<file path="config.mk">
export PLATFORM = sky130hd
export DESIGN_NAME = rah_tx_gearbox
export DESIGN_NICKNAME = d
export VERILOG_FILES = /design/src/rtl/rah_tx_gearbox.sv
export SDC_FILE = /design/constraint.sdc
export NUM_CORES = 1
export LEC_CHECK = 0
export ABC_AREA = 0
export CORE_MARGIN = 2
export CORE_UTILIZATION = 55
export DETAILED_ROUTE_END_ITERATION = 10
export GPL_ROUTABILITY_DRIVEN = 1
export HOLD_SLACK_MARGIN = 0.15
export PLACE_DENSITY = 0.88
export SYNTH_ARGS = -nofsm -noshare
export SYNTH_HDL_FRONTEND = slang
export SYNTH_SLANG_ARGS = --single-unit
</file>
<file path="constraint.sdc">
create_clock -name clk -period 7.3 [get_ports clk]
set_input_delay 1.825 -clock clk [delete_from_list [all_inputs] [get_ports clk]]
set_output_delay 1.825 -clock clk [all_outputs]
set_load 0.01 [all_outputs]
</file>
<file path="src/rtl/rah_tx_gearbox.sv">
// rtl/rah_tx_gearbox.sv - packs DATA_WIDTH-bit RAH words densely into MIPI_WIDTH-bit TX beats with flush on in_last.
// Optional stall-stability checker on err: define RAH_TX_GEARBOX_ERR_EN.
module rah_tx_gearbox #(
  parameter int DATA_WIDTH = 48,
  parameter int MIPI_WIDTH = 64
) (
  input  logic                  clk,
  input  logic                  rstn,
  input  logic                  in_valid,
  input  logic [DATA_WIDTH-1:0] in_data,
  input  logic                  in_last,
  output logic                  in_ready,
  output logic                  out_valid,
  output logic [MIPI_WIDTH-1:0] out_data,
  output logic                  out_last,
  input  logic                  out_ready,
  output logic                  err
);

  localparam int D  = DATA_WIDTH / 16;
  localparam int M  = MIPI_WIDTH / 16;
  localparam int N  = M + 2 * D;
  localparam int AW = N * 16;
  localparam int CW = $clog2(N + 1);

  localparam logic [CW-1:0] C_M   = CW'(M);
  localparam logic [CW-1:0] C_D   = CW'(D);
  localparam logic [CW-1:0] C_RDY = CW'(M + D);

  logic [AW-1:0]         r_acc;
  logic [CW-1:0]         r_cnt;
  logic                  r_flush;
  logic                  r_out_valid;
  logic [MIPI_WIDTH-1:0] r_out_data;
  logic                  r_out_last;

  logic                  w_in_ready;
  logic                  w_accept;
  logic                  w_free;
  logic                  w_pop;
  logic [CW-1:0]         w_take;
  logic [CW-1:0]         w_cnt_pop;
  logic [CW-1:0]         w_cnt_nxt;
  logic [AW-1:0]         w_acc_pop;
  logic [AW-1:0]         w_acc_nxt;
  logic [AW-1:0]         w_push_word;
  logic [CW+3:0]         w_push_off;
  logic [MIPI_WIDTH-1:0] w_beat;
  logic                  w_beat_last;

  // in_ready depends on registers only, so out_ready never reaches it combinationally
  always_comb begin
    w_in_ready = (r_cnt <= C_RDY) && !r_flush;
    w_accept   = in_valid && w_in_ready;
    w_free     = !r_out_valid || out_ready;
    w_pop      = w_free && ((r_cnt >= C_M) || (r_flush && (r_cnt != '0)));
  end

  always_comb begin
    w_beat = '0;
    for (int u = 0; u < M; u++) begin
      if (CW'(u) < r_cnt) begin
        w_beat[u*16 +: 16] = r_acc[u*16 +: 16];
      end
    end
    w_beat_last = r_flush && (r_cnt <= C_M);
  end

  // Pop first, then append the accepted word right above whatever remains
  always_comb begin
    w_take      = (r_cnt >= C_M) ? C_M : r_cnt;
    w_cnt_pop   = w_pop ? (r_cnt - w_take) : r_cnt;
    w_acc_pop   = w_pop ? (r_acc >> MIPI_WIDTH) : r_acc;
    w_push_word = {{(AW - DATA_WIDTH){1'b0}}, in_data};
    w_push_off  = {w_cnt_pop, 4'b0000};
    w_acc_nxt   = w_acc_pop;
    w_cnt_nxt   = w_cnt_pop;
    if (w_accept) begin
      w_acc_nxt = w_acc_pop | (w_push_word << w_push_off);
      w_cnt_nxt = w_cnt_pop + C_D;
    end
  end

  always_ff @(posedge clk or negedge rstn) begin
    if (!rstn) begin
      r_acc       <= '0;
      r_cnt       <= '0;
      r_flush     <= 1'b0;
      r_out_valid <= 1'b0;
      r_out_data  <= '0;
      r_out_last  <= 1'b0;
    end else begin
      r_acc <= w_acc_nxt;
      r_cnt <= w_cnt_nxt;
      if (w_pop) begin
        r_out_valid <= 1'b1;
        r_out_data  <= w_beat;
        r_out_last  <= w_beat_last;
      end else if (w_free) begin
        r_out_valid <= 1'b0;
      end
      if (w_pop && w_beat_last) begin
        r_flush <= 1'b0;
      end else if (w_accept && in_last) begin
        r_flush <= 1'b1;
      end
    end
  end

  assign in_ready  = w_in_ready;
  assign out_valid = r_out_valid;
  assign out_data  = r_out_data;
  assign out_last  = r_out_last;

`ifdef RAH_TX_GEARBOX_ERR_EN
  logic                  r_stall;
  logic [DATA_WIDTH-1:0] r_hold_data;
  logic                  r_hold_last;
  logic                  r_err;

  // A stalled offer must be held unchanged until it is accepted
  always_ff @(posedge clk or negedge rstn) begin
    if (!rstn) begin
      r_stall     <= 1'b0;
      r_hold_data <= '0;
      r_hold_last <= 1'b0;
      r_err       <= 1'b0;
    end else begin
      r_stall     <= in_valid && !w_in_ready;
      r_hold_data <= in_data;
      r_hold_last <= in_last;
      if (r_stall && (!in_valid || (in_data != r_hold_data) || (in_last != r_hold_last))) begin
        r_err <= 1'b1;
      end
    end
  end

  assign err = r_err;
`else
  assign err = 1'b0;
`endif

endmodule

</file>
Word level (Yosys, flattened, before mapping)
Index checks and enable logic that the tools add are counted.
{"block": "totals", "ff_bits": 231, "inputBits": 53, "out_inout_bits": 68}
{"block": "op_classes", "addsub": 2, "order_cmp": 7, "shifts": 1, "muxes": 13, "bitwise_logic": 1, "reduce_logical": 14}
{"op": "2-to-1 mux 160 bit", "count": 2}
{"op": "bitwise OR 160 bit", "count": 1}
{"op": "<< shifter 48 x 8 -> 160 bit", "count": 1}
{"op": "2-to-1 mux 16 bit", "count": 4}
{"op": "2-to-1 mux 4 bit", "count": 3}
{"op": "less-or-equal comparator 4 x 3 -> 1 bit, second input constant", "count": 2}
{"op": "less-than comparator 1 x 4 -> 1 bit, first input constant", "count": 2}
{"op": "less-than comparator 2 x 4 -> 1 bit, first input constant", "count": 2}
{"op": "logical AND 1 bit", "count": 7}
{"op": "adder 4 x 2 -> 4 bit, second input constant", "count": 1}
{"op": "greater-or-equal comparator 4 x 3 -> 1 bit, second input constant", "count": 1}
{"op": "2-to-1 mux 1 bit", "count": 4}
{"op": "nonzero test 2 bit", "count": 2}
{"op": "nonzero test 4 bit", "count": 1}
{"op": "subtractor 4 bit", "count": 1}
{"op": "logical NOT 1 bit", "count": 2}
{"op": "logical OR 1 bit", "count": 2}

Longest topological paths before layout
Gate-level depths: netlist of the first run.
{"block": "logic_depth", "ltp_word": 8, "depth_mapped": 10, "mapped_depth_nobuf": 8}

Worst setup path after synthesis of the first run
Ideal clock, no wire load.
{"block": "synth_path", "path_kind": "input port to flip-flop", "from": "input out_ready", "to": "register r_acc[62]", "t_arrival_ps": 3163, "slack_ps": 4003, "cell_stages": 8, "n_path_buf": 3, "path_cell_list": "nor2b_1 > buf_4 > a21oi_1 > buf_2 > buf_2 > mux2_2 > a31oi_1 > o21ai_0"}
{"block": "synth_via", "elab_chain_cells": 6, "elab_cells_between_ends": 7}
{"item": "start, declared", "line": "16", "text": "input logic out_ready,"}
{"item": "logical OR 1 bit (*)", "line": "55", "text": "w_free = !r_out_valid || out_ready;"}
{"item": "logical AND 1 bit (*)", "line": "56", "text": "w_pop = w_free && ((r_cnt >= C_M) || (r_flush && (r_cnt != '0)));"}
{"item": "2-to-1 mux 4 bit", "line": "72", "text": "w_cnt_pop = w_pop ? (r_cnt - w_take) : r_cnt;"}
{"item": "<< shifter 48 x 8 -> 160 bit", "line": "79", "text": "w_acc_nxt = w_acc_pop | (w_push_word << w_push_off);"}
{"item": "bitwise OR 160 bit", "line": "79"}
{"item": "2-to-1 mux 160 bit (*)", "line": "78", "text": "if (w_accept) begin"}
{"item": "named net w_acc_nxt[62]", "line": "45", "text": "logic [AW-1:0] w_acc_nxt;"}
{"item": "end signal, assigned", "line": "93", "text": "r_acc <= w_acc_nxt;"}
{"item": "end, declared", "line": "30", "text": "logic [AW-1:0] r_acc;"}
The timed path passes the listed nets; every way through them passes the cells marked *.
A chain may end at the register's enable or synchronous reset.

Worst setup path after layout of the first run
{"block": "layout_path", "from": "input out_ready", "to": "register r_acc[156]"}
Same word-level chain as after synthesis.

==> results of run 1 <==
==> area by class of cell <==
cell class,instances,area (um^2),share of cell area
Tap cell,234,293,0.0233
Timing Repair Buffer,129,1300,0.103
Inverter,16,60.1,0.00479
Clock buffer,36,707,0.0564
Clock inverter,5,50.0,0.00399
Sequential cell,231,5780,0.461
Multi-Input combinational cell,707,4360,0.347
==> state kept, by name, summed over array words and instances, names as in the netlist <==
signal	count
out_data	64
out_last	1
out_valid	1
r_acc	160
r_cnt	4
r_flush	1
==> final timing paths <==
check,slack (ns),depth (start not counted),to
worst max-delay path,2.37,5,r_acc[156]
worst min-delay path,0.47,2,out_data[16]
worst max register to register,3.71,4,r_acc[156]
worst min register to register,0.47,2,out_data[16]
max in group asynchronous,4.55,2,r_acc[93]
min in group asynchronous,1.27,1,out_data[51]
==> stage by stage <==
stage               setup WS [ns]  hold WS (ns)  total power (W)  utilization  area (um^2)
floorplan                    4.00         0.439          0.00396            -        10500
global placement             2.15         0.450          0.00472        0.628        11800
detailed placement           1.98         0.457          0.00483        0.628        11800
CTS                          2.44         0.472          0.00605        0.668        12500
global route                 2.22         0.492          0.00642        0.668        12500
finish                       2.37         0.465          0.00609        0.668        12500
==> routing by layer <==
metal | share of wire | routed length (um) | vias up | GRT usage
li1 | - | - | 3828 | -
met1 | 0.41 | 11800 | 4305 | 0.401
met2 | 0.47 | 13700 | 501 | 0.444
met3 | 0.086 | 2500 | 73 | 0.0495
met4 | 0.034 | 982 | 0 | 0.113
met5 | 0 | 0 | - | 0
==> cell families after synthesis <==
group / Yosys count / share of synthesized area
mux: 113 / 0.111
buf+inv: 98 / 0.0408
compound gates: 229 / 0.155
simple gates: 357 / 0.139
fa+ha+maj: 2 / 0.00237
xor+xnor: 3 / 0.00249
flops: 231 / 0.548
other cells: 2 / 0.000712
==> worst max-delay path, stage by stage <==
cell,delay [ns]
clkdlybuf4s50_1,0.42
nor2b_1,0.86
o32a_2,0.97
nand3_2,0.74
o21ai_0,0.48
==> layout by cell type, fill, tap and decap left out, types with 7 or more instances in the layout <==
cell type	Yosys	final
a22o_1	16	16
a31oi_1	32	32
buf_4	3	8
clkbuf_1	37	7
clkbuf_16	0	25
clkdlybuf4s50_1	0	118
dfrtp_1	231	231
inv_1	16	16
mux2_2	32	32
mux2i_1	81	81
nand2_1	266	266
nand3_1	33	33
nor2_1	37	37
o21ai_0	64	64
o221ai_1	63	63
o22ai_1	16	16
o311ai_0	12	12
==> Yosys cell counts, types with 3 or more instances <==
cell type,n,area share
a31oi_1,32,0.019
o311ai_1,5,0.0042
nor2_1,37,0.013
o221ai_1,63,0.052
o21ai_1,5,0.0024
buf_1,11,0.0039
inv_1,16,0.0057
dfrtp_1,231,0.55
o22ai_1,16,0.0095
a21oi_1,4,0.0019
nand2_1,266,0.095
a22o_1,16,0.013
clkbuf_1,37,0.013
nand3_2,4,0.0038
buf_2,28,0.013
xnor2_1,3,0.0025
o311ai_0,12,0.010
mux2i_1,81,0.077
nand3_1,33,0.016
mux2_2,32,0.034
o21ai_0,64,0.030
buf_4,3,0.0021
==> power by group through the flow <==
stage          logic, W  registers, W  clock network [W]
2_1_floorplan   0.00187       0.00208                  0
3_3_place_gp    0.00261       0.00211                  0
3_5_place_dp    0.00270       0.00213                  0
4_1_cts         0.00274       0.00211            0.00120
5_1_grt         0.00299       0.00217            0.00126
6_report        0.00278       0.00212            0.00120
==> summary by stage, run 1 <==
Detailed routing
The via total after detailed routing is 8707. The total DRC errors in the routed layout is 0. The detail route stage leaves a number of antenna-violating nets equal to 0.

The routed via count divided by cell count is 6.41. The first detailed-routing pass ran for 6 iterations. Dividing the detail-routed wire length by the instance count gives 21.3 um.

After the first detailed-routing iteration, the DRC count stood at 1052. Wires add up to 28900 um.

Timing
Setup repair after global routing left no endpoint under its margin. The post-route setup TNS is 0 ns. The number of setup violations in the final report is 0. Measured against its own limit, the worst slew margin works out to 0.175. The shortest clock period the worst path allows after layout is 4.93 ns. The hold violation total from the final report is 0. The worst clock skew is 0.0113 ns. For the pin with the worst max-slew slack, the measured transition is 1.24 ns. The max-slew violation count is 0. Of the available clock period, the critical path in the final layout requires 0.675. Static timing analysis puts the maximum clock frequency at 203 MHz.

Synthesis
After technology mapping, the gate count stands at 1035. Yosys printed 0 warnings. The flip-flop and latch count after synthesis is 231. The sequential cell area fraction in the yosys report is 0.548. The share of synthesized flip-flops with an asynchronous set or reset is 1.00.

The most used flip-flop cell after synthesis is dfrtp_1. The number of distinct library cells after synthesis is 47. The cell area after synthesis is 0.0105 mm^2. The synthesized area per cell is 10.2 um^2. Yosys mapped a number of flops with a built-in enable equal to 0.

Pwr
Of the total power, the share spent switching nets is 0.411. The part of the power in the clock network is 0.196. The total net switching power is 0.00250 W.

The power per standard cell area is 486 mW/mm^2. The design internal power is 0.00359 W. The part of the total power dissipated in sequential elements is 0.348. In this run the static leakage power is 5.79 nW. The peak ir drop on the vdd network is 0.000272 V. Of the total power, combinational logic draws 0.455.

Worst setup path
In this run the worst path has a maximum fanout of 39. The critical path starts at out_ready. The required time at the worst-slack endpoint is 7.69 ns. The worst setup path is launched from an input pin. Data arrives at the worst endpoint at 5.32 ns. The kind of end point of the critical path is a register. The critical path in this run is classified as input pin to register.

The start of the worst register-to-register path is out_valid.

Hold path
The path class of the tightest hold or removal check is register to register. The worst hold path begins at out_data[16].

Global route
The via count of the first global-routing pass is 8523. The maximum number of pins on one net before global-route repair is 126. The first-pass GRT wire length is 46000 um. The number of antenna violations at the first check in global routing came to 0. Across every metal layer, demand over resource in global routing totals 0.285. The total grt overflow is 0.

Placement
Once placement completed, the tool counted placed cells totaling 1317. The number of port buffers is 119. The weighted congestion at the end of routability-driven global placement is 0.870. Once detailed placement completed, the half-perimeter wirelength came to 17600 um.

Floorplanning
The row count is 50. The die outline area is 0.0203 mm^2. From bottom edge to top edge, the die measures 142 um. The region available for standard cell placement spans 0.0188 mm^2. During I/O placement, the number of pins put on the boundary was 121. The floorplan die width is 142 um.

The initial cell density of the core is 0.562.

Final layout
The filler cells instantiated in the layout total 1385. In the final design database the tool counted 1164 nets. The area growth from synthesis to layout is 19.0%. Of the cells placed in the final design, the portion with a size suffix greater than 1 is 0.0810. The final instance count without filler cells is 1358.

The repair_antennas step left the layout with diodes totalling 0.

Clock tree
The TritonCTS clock tree is done. The buffer depth of the longest clock path is 3. The cell at the root of the clock tree is clkbuf_16.

At the later pin of the worst-skew pair, clock insertion delay measures 0.52 ns. CTS built an H-tree with a depth of 1. The clock buffer count from CTS is 24.

The hold buffer count at CTS is 0. CTS saw 231 sinks. Post-CTS repair changed the size of 0 cells. The total setup buffers inserted after CTS is 0. Clock-pin slew was measured on the worst setup and hold paths at 0.06 ns.

Run
The max capacitance violation total is 0.

Outcome
The run finished with clean final reports.
Note: power is estimated with default switching activity, not from simulation.
==> inputs of run 2 (changes only) <==
Settings changed: CORE_UTILIZATION 55 to 51, PLACE_DENSITY 0.88 to 0.86.
Clock period 7.3 ns to 4.5 ns, I/O delays scaled along.
==> run 2 against run 1 <==
Net effect:
- critical path depth rose by 2
- wire length rose by 1.4%
- die area is 7.6% higher
- power up 65%
- final area is 1.6% higher
- cell count increased by 3.9%
- register-to-register slack lost 2.3 ns
- critical path type unchanged
- highest routed layer unchanged
==> summary by stage, run 2 (synthesized netlist as in run 1, its figures left out) <==
Global route
The via count of the first global-routing pass is 8707. The global-route total usage across every layer is 0.269. The total grt overflow is 0.

The number of antenna violations at the first check in global routing is 1. The maximum number of pins on one net before global-route repair is 112. The first global-routing pass estimated 46700 um of wire.

Pwr
The peak ir drop on the vdd network is 0.000433 V. The power per standard cell area is 787 mW/mm^2. In this run the static leakage power is 5.88 nW.

Final layout
For this run, the post-layout net count is 1178. In the final layout, the share of cells above drive strength 1 is 0.0939. The register with the most flip-flops in the layout has 160 of them. The largest register by flop count is r_acc. Compared with the post-synthesis result, the final layout area differs by 20.9%.

In the layout the commonest cells are 266 x nand2_1, 231 x dfrtp_1, 118 x clkdlybuf4s50_1, 81 x mux2i_1, 64 x o21ai_0. The commonest non-fill, non-tap cell in the layout is nand2_1. The area of all placed cells without fillers is 0.0127 mm^2.

Timing
Setup repair after global routing left no endpoint under its margin. The hold violation total from the final report is 0. The shortest clock period the worst path allows after layout is 3.39 ns. The number of setup violations in the final report is 0. The max-slew violation count is 0.

The post-route setup TNS is 0 ns. The final worst-path cycle share is 0.753. Headroom to the max-slew limit came out at 0.365. The worst path setup slack after routing is 1.11 ns. Static timing analysis puts the maximum clock frequency at 295 MHz. The worst clock skew is 0.00772 ns. The pin slew with the least headroom to its limit is 0.952 ns.

Placement
The total half-perimeter wirelength after legalization and detailed placement is 18300 um. Prior to clock tree synthesis, the placed netlist has a worst setup slack of 0.713 ns. The placed instance area is 0.0120 mm^2. The number of port buffers is 119. The weighted congestion at the end of routability-driven global placement is 0.850.

Clock tree
Clock-pin slew was measured on the worst setup and hold paths at 0.06 ns. The total setup buffers inserted after CTS is 0. Clock tree synthesis selected as its root buffer the cell clkbuf_16. The worst-skew pair later-pin latency is 0.52 ns. The buffer depth of the longest clock path is 3. The count of H-tree levels built during CTS is 1. The TritonCTS sink count is 231.

TritonCTS built the clock tree. The clock buffer count from CTS is 24. In this run, post-CTS repair resized a total of 0 instances.

The hold buffer count at CTS is 0.

Worst setup path
The capture point of the worst reg-to-reg path is r_acc[128]. STA classifies the critical path startpoint as an input pin. The worst register-to-register path begins at r_cnt[2]. The number of cells on the worst reg-to-reg path is 6. For this run, the slowest stage of the critical path takes 0.65 ns. The worst setup path is of the input pin to register kind.

The family with the most delay on the worst path is compound AO/OA/AOI/OAI gates. The worst-path cell with the longest stage delay is nand3_2. The buffer and inverter count on the worst path is 2. For the worst setup path, the data required time is 4.89 ns. The critical path goes through clkdlybuf4s50_1, nor2b_1, buf_4, a21oi_1, o32a_2, nand3_2, o21ai_0. Tracing the worst setup path back leads to its startpoint at out_ready.

The setup slack of the worst register-to-register path is 1.39 ns. The worst setup path is captured at a register. Of all nets on the critical path, the largest fanout is 32. For the worst setup path, the data arrival time is 3.78 ns.

Detailed routing
The final route contains 8798 vias. The total met2 wirelength after detailed routing is 13900 um. The detailed router used layers up to and including met4. The total DRC errors in the routed layout is 0. The first detailed-routing pass took 6 iterations. For this block, the initial DRC count from the detailed router was 954. The total wire length is 29300 um. The detailed router put a total of 11700 um of wire on met1.

In the final routed layout, each cell accounts on average for 20.8 um. After detailed routing, the met3 layer carries 2550 um of wire. Once detail routing completed, the nets flagged for antenna violations numbered 0.

After detailed routing, the number of vias per cell comes to 6.24.

Run
The max capacitance violation total is 0.

Hold path
The worst hold path was traced through 2 stages. The endpoint of the worst hold-timing path is out_data[34]. The startpoint of the worst hold path is out_data[34]. The class of the tightest hold or removal check is register to register.

Floorplanning
The initial cell density of the core is 0.521. The core box area is 0.0202 mm^2. The floorplan has 52 rows. Measured along the x axis, the die boundary spans 148 um. Pin placement for this block handled 121 I/O pins.

The vertical die dimension is 148 um. The die covers 0.0218 mm^2.

Outcome
The run finished with clean final reports.
[run 2: worst max-delay path by stage]
stage / depth (start not counted) / slack [ns] / endpoint
4_1_cts: 7 / 1.17 / r_acc[128]
2_1_floorplan: 8 / 1.90 / r_acc[62]
6_report: 7 / 1.11 / r_acc[128]
3_3_place_gp: 7 / 0.88 / r_acc[90]
3_5_place_dp: 7 / 0.71 / r_acc[154]
5_1_grt: 7 / 0.99 / r_acc[128]
[run 2: layout make-up]
type / instances / area (um^2)
multi-input combinational: 707 / 4360
sequential: 231 / 5780
fill: 1592 / 7480
clock buffer: 36 / 707
antenna: 1 / 2.50
timing repair buffer: 143 / 1410
inverter: 16 / 60.1
tap: 270 / 338
clock inverter: 7 / 90.1
[run 2: power breakdown]
group          internal [W]  total [W]  switching, W
clock network       0.00120    0.00201      0.000814
logic               0.00185    0.00457       0.00273
registers           0.00292    0.00345      0.000528
total               0.00597     0.0100       0.00407
[run 2: metrics by stage]
| step | power [W] | hold slack [ns] | utilization | cells |
|---|---|---|---|---|
| after global placement | 0.00777 | 0.452 | 0.591 | 1367 |
| after detailed placement | 0.00794 | 0.450 | 0.591 | 1367 |
| final | 0.0100 | 0.464 | 0.630 | 1411 |
| after global routing | 0.0106 | 0.491 | 0.630 | 1411 |
| after floorplan | 0.00642 | 0.439 | - | 1036 |
| after CTS | 0.0100 | 0.463 | 0.630 | 1410 |
[run 2: tightest hold or removal path: cells and delay by family (launching register included)]
kind	cells	cell delay, ns
DFF	1	0.34
and+or+nand+nor	2	0.10
[run 2: metal layers]
layer / global-route usage / up-vias
met5: 0 / -
met4: 0.113 / 0
met3: 0.0590 / 89
met2: 0.420 / 475
met1: 0.366 / 4366
li1: - / 3868
==> inputs of run 3 (changes only) <==
Clock period 4.5 ns to 2.75 ns, I/O delays scaled along.
==> run 3 against run 2 <==
Net effect:
- worst hold slack better by 0.0062 ns
- largest power group unchanged
- combinational power up 84%
- flip-flop and latch count unchanged
- wire length up 1.6%
- cell count up 3.0%
- global-route usage up 0.54 points
- sequential share of layout area down 1.8 points
- critical path type is now register to output pin
- highest routed layer unchanged
==> summary by stage, run 3 (synthesized netlist as in run 1, its figures left out) <==
Timing
The post-route setup TNS is 0 ns. Based on the critical path, the design can be clocked at up to 411 MHz. The final worst-path cycle share is 0.885. The worst clock skew is 0.0119 ns.

The worst slew margin relative to its limit is 0.550. The hold violation total from the final report was 0. Setup repair after global routing left no endpoint under its margin. The max-slew violation count is 0. The number of setup violations in the final report is 0. The pin slew with the least headroom to its limit is 0.675 ns. The shortest clock period the worst path allows after layout is 2.43 ns. The worst path setup slack after routing is 0.317 ns.

Final layout
Compared with the post-synthesis result, the final layout area differs by 26.0%. The flip-flop count of the largest register after layout is 160. The count of fill cells added during filler insertion is 1520. The top cell types in the final layout, fill and taps aside, are 266 x nand2_1, 231 x dfrtp_1, 118 x clkdlybuf4s50_1, 81 x mux2i_1, 64 x o21ai_0. The area of all placed cells without fillers is 0.0133 mm^2.

The commonest non-fill, non-tap cell in the layout is nand2_1. The fraction of layout instances using a drive strength above 1 is 0.126. The largest register by flop count is r_acc. For this run, the post-layout net count is 1222.

Floorplanning
During I/O placement, the number of pins put on the boundary was 121. The core box area is 0.0202 mm^2. From left edge to right edge, the die measures 148 um. The initial cell density of the core is 0.521. The floorplan has 52 rows. The die outline area is 0.0218 mm^2. The die is 148 um tall.

Detailed routing
The sum of routed wire segments on met1 is 12000 um. In this run, the number of DRC markers left after iteration 0 of detailed routing was 920. The met3 routed wirelength is 2450 um. The routed layout has 8974 vias. In this run the top signal layer used is met4. The total DRC errors in the routed layout is 0. The routed via count divided by cell count is 6.17. The first detailed-routing pass took 6 iterations. The total wire length is 29800 um. The average wire length per cell after detail routing is 20.5 um. After detailed routing, the met2 layer carries 14300 um of wire.

The post-route antenna net violation count is 0.

Pwr
The peak ir drop on the vdd network is 0.000597 V. Total power for the finished layout comes to 0.0172 W. Of the total power, the share spent switching nets is 0.400. Dividing total power by cell area gives a power density of 1300 mW/mm^2. The share of total power dissipated in sequential elements is 0.326. The share of total power in combinational logic is 0.489. The part of the power in the clock network is 0.185. Cell internal power was estimated by the tool at 0.0103 W. In this run the static leakage power is 6.17 nW.

For this design the total switching power over the nets is 0.00688 W.

Hold path
Counting instances, the worst hold path has a depth of 2. The path class of the tightest hold or removal check is register to register. The startpoint identified for the worst hold timing path is out_data[28]. The endpoint of the worst hold-timing path is out_data[28].

Outcome
The run finished with clean final reports.

Global route
Across every metal layer, demand over resource in global routing totals 0.274. The via count of the first global-routing pass is 9081. The total grt overflow is 0. The number of antenna violations at the first check in global routing came to 1.

The maximum number of pins on one net before global-route repair is 64. The first-pass GRT wire length is 47800 um.

Worst setup path
The data arrival time of the critical path is 1.75 ns. By startpoint and endpoint, the worst setup path is classified as register to output pin. The start of the worst register-to-register path is r_cnt[2].

The highest net fanout along the worst path is 7. At the worst endpoint, the required time is 2.06 ns. The type of element launching the critical path is a register. The worst setup path is captured at an output pin. The worst register-to-register path has a setup slack of 0.33 ns. Counting cells, the worst reg-to-reg path comes to 8. The endpoint identified for the worst register-to-register timing path is r_acc[55].

Clock tree
After clock tree synthesis, the setup repair step added 0 buffers. The TritonCTS sink count is 231. CTS built an H-tree with a depth of 1. Clock-pin slew was measured on the worst setup and hold paths at 0.06 ns.

TritonCTS built the clock tree. No sink is reached through more buffers than the 3 on the longest clock path. The clock buffer count from CTS is 24. At the later pin of the worst-skew pair, clock insertion delay measures 0.53 ns. In this run the clock root is driven by a clkbuf_16.

Placement
The number of port buffers is 119. At the end of routability-driven placement, the weighted congestion stood at 0.856. After detailed placement, the total cell area comes to 0.0125 mm^2. The worst slack at placement is 0.0250 ns.

The total half-perimeter wirelength after legalization and detailed placement is 19500 um.

Run
The max capacitance violation total is 0.
-- run 3: cell types whose count changed in the layout (fill, tap and decap cells not counted), sizes merged --
cell         before  now
clkbuf           36   33
buf              25   68
clkinv            3    6
clkinvlp          2    1
dlygate4sd3       0    1
-- run 3: how the worst max path moves through the flow --
stage / startpoint / endpoint / slack, ns / depth (start not counted)
2_1_floorplan: r_cnt[2] / r_acc[103] / 0.42 / 9
3_3_place_gp: out_ready / r_acc[109] / 0.12 / 9
3_5_place_dp: out_ready / r_acc[57] / 0.02 / 9
4_1_cts: r_cnt[3] / in_ready / 0.29 / 3
5_1_grt: r_cnt[3] / in_ready / 0.26 / 3
6_report: r_cnt[3] / in_ready / 0.32 / 3
-- run 3: metrics by stage --
step | utilization | cells | hold WS (ns)
6_report | 0.657 | 1454 | 0.470
5_1_grt | 0.657 | 1454 | 0.492
2_1_floorplan | - | 1036 | 0.392
3_3_place_gp | 0.618 | 1410 | 0.451
3_5_place_dp | 0.618 | 1410 | 0.454
4_1_cts | 0.657 | 1453 | 0.456
-- run 3: final cells by class --
type,count,area (um^2),area share
tap,270,338,0.0254
multi-input combinational,707,4360,0.328
clock buffer,33,654,0.0493
inverter,16,60.1,0.00452
sequential,231,5780,0.435
clock inverter,9,109,0.00819
antenna,1,2.50,0.000188
timing repair buffer,187,1980,0.149
-- run 3: what timing repair did --
item | in CTS | in global routing
hold buffers | 1 | 0
gates resized for setup | 0 | 0
hold endpoints to repair | 58 | 0
-- run 3: critical path, stage by stage (launching register included) --
cell             delay, ns
dfrtp_1               0.37
buf_4                 0.16
nor2_1                0.13
clkdlybuf4s50_1       0.55
-- run 3: per-layer routing --
metal / vias to the layer above / track usage
li1: 3948 / -
met1: 4447 / 0.374
met2: 493 / 0.444
met3: 86 / 0.0389
met4: 0 / 0.113
met5: - / 0
-- run 3: power groups by stage --
stage	Combinational, W	Clock, W	Sequential, W
after global routing	0.00906	0.00337	0.00572
after floorplan	0.00497	0	0.00553
after detailed placement	0.00824	0	0.00562
final	0.00842	0.00319	0.00560
after global placement	0.00800	0	0.00555
after CTS	0.00834	0.00323	0.00557
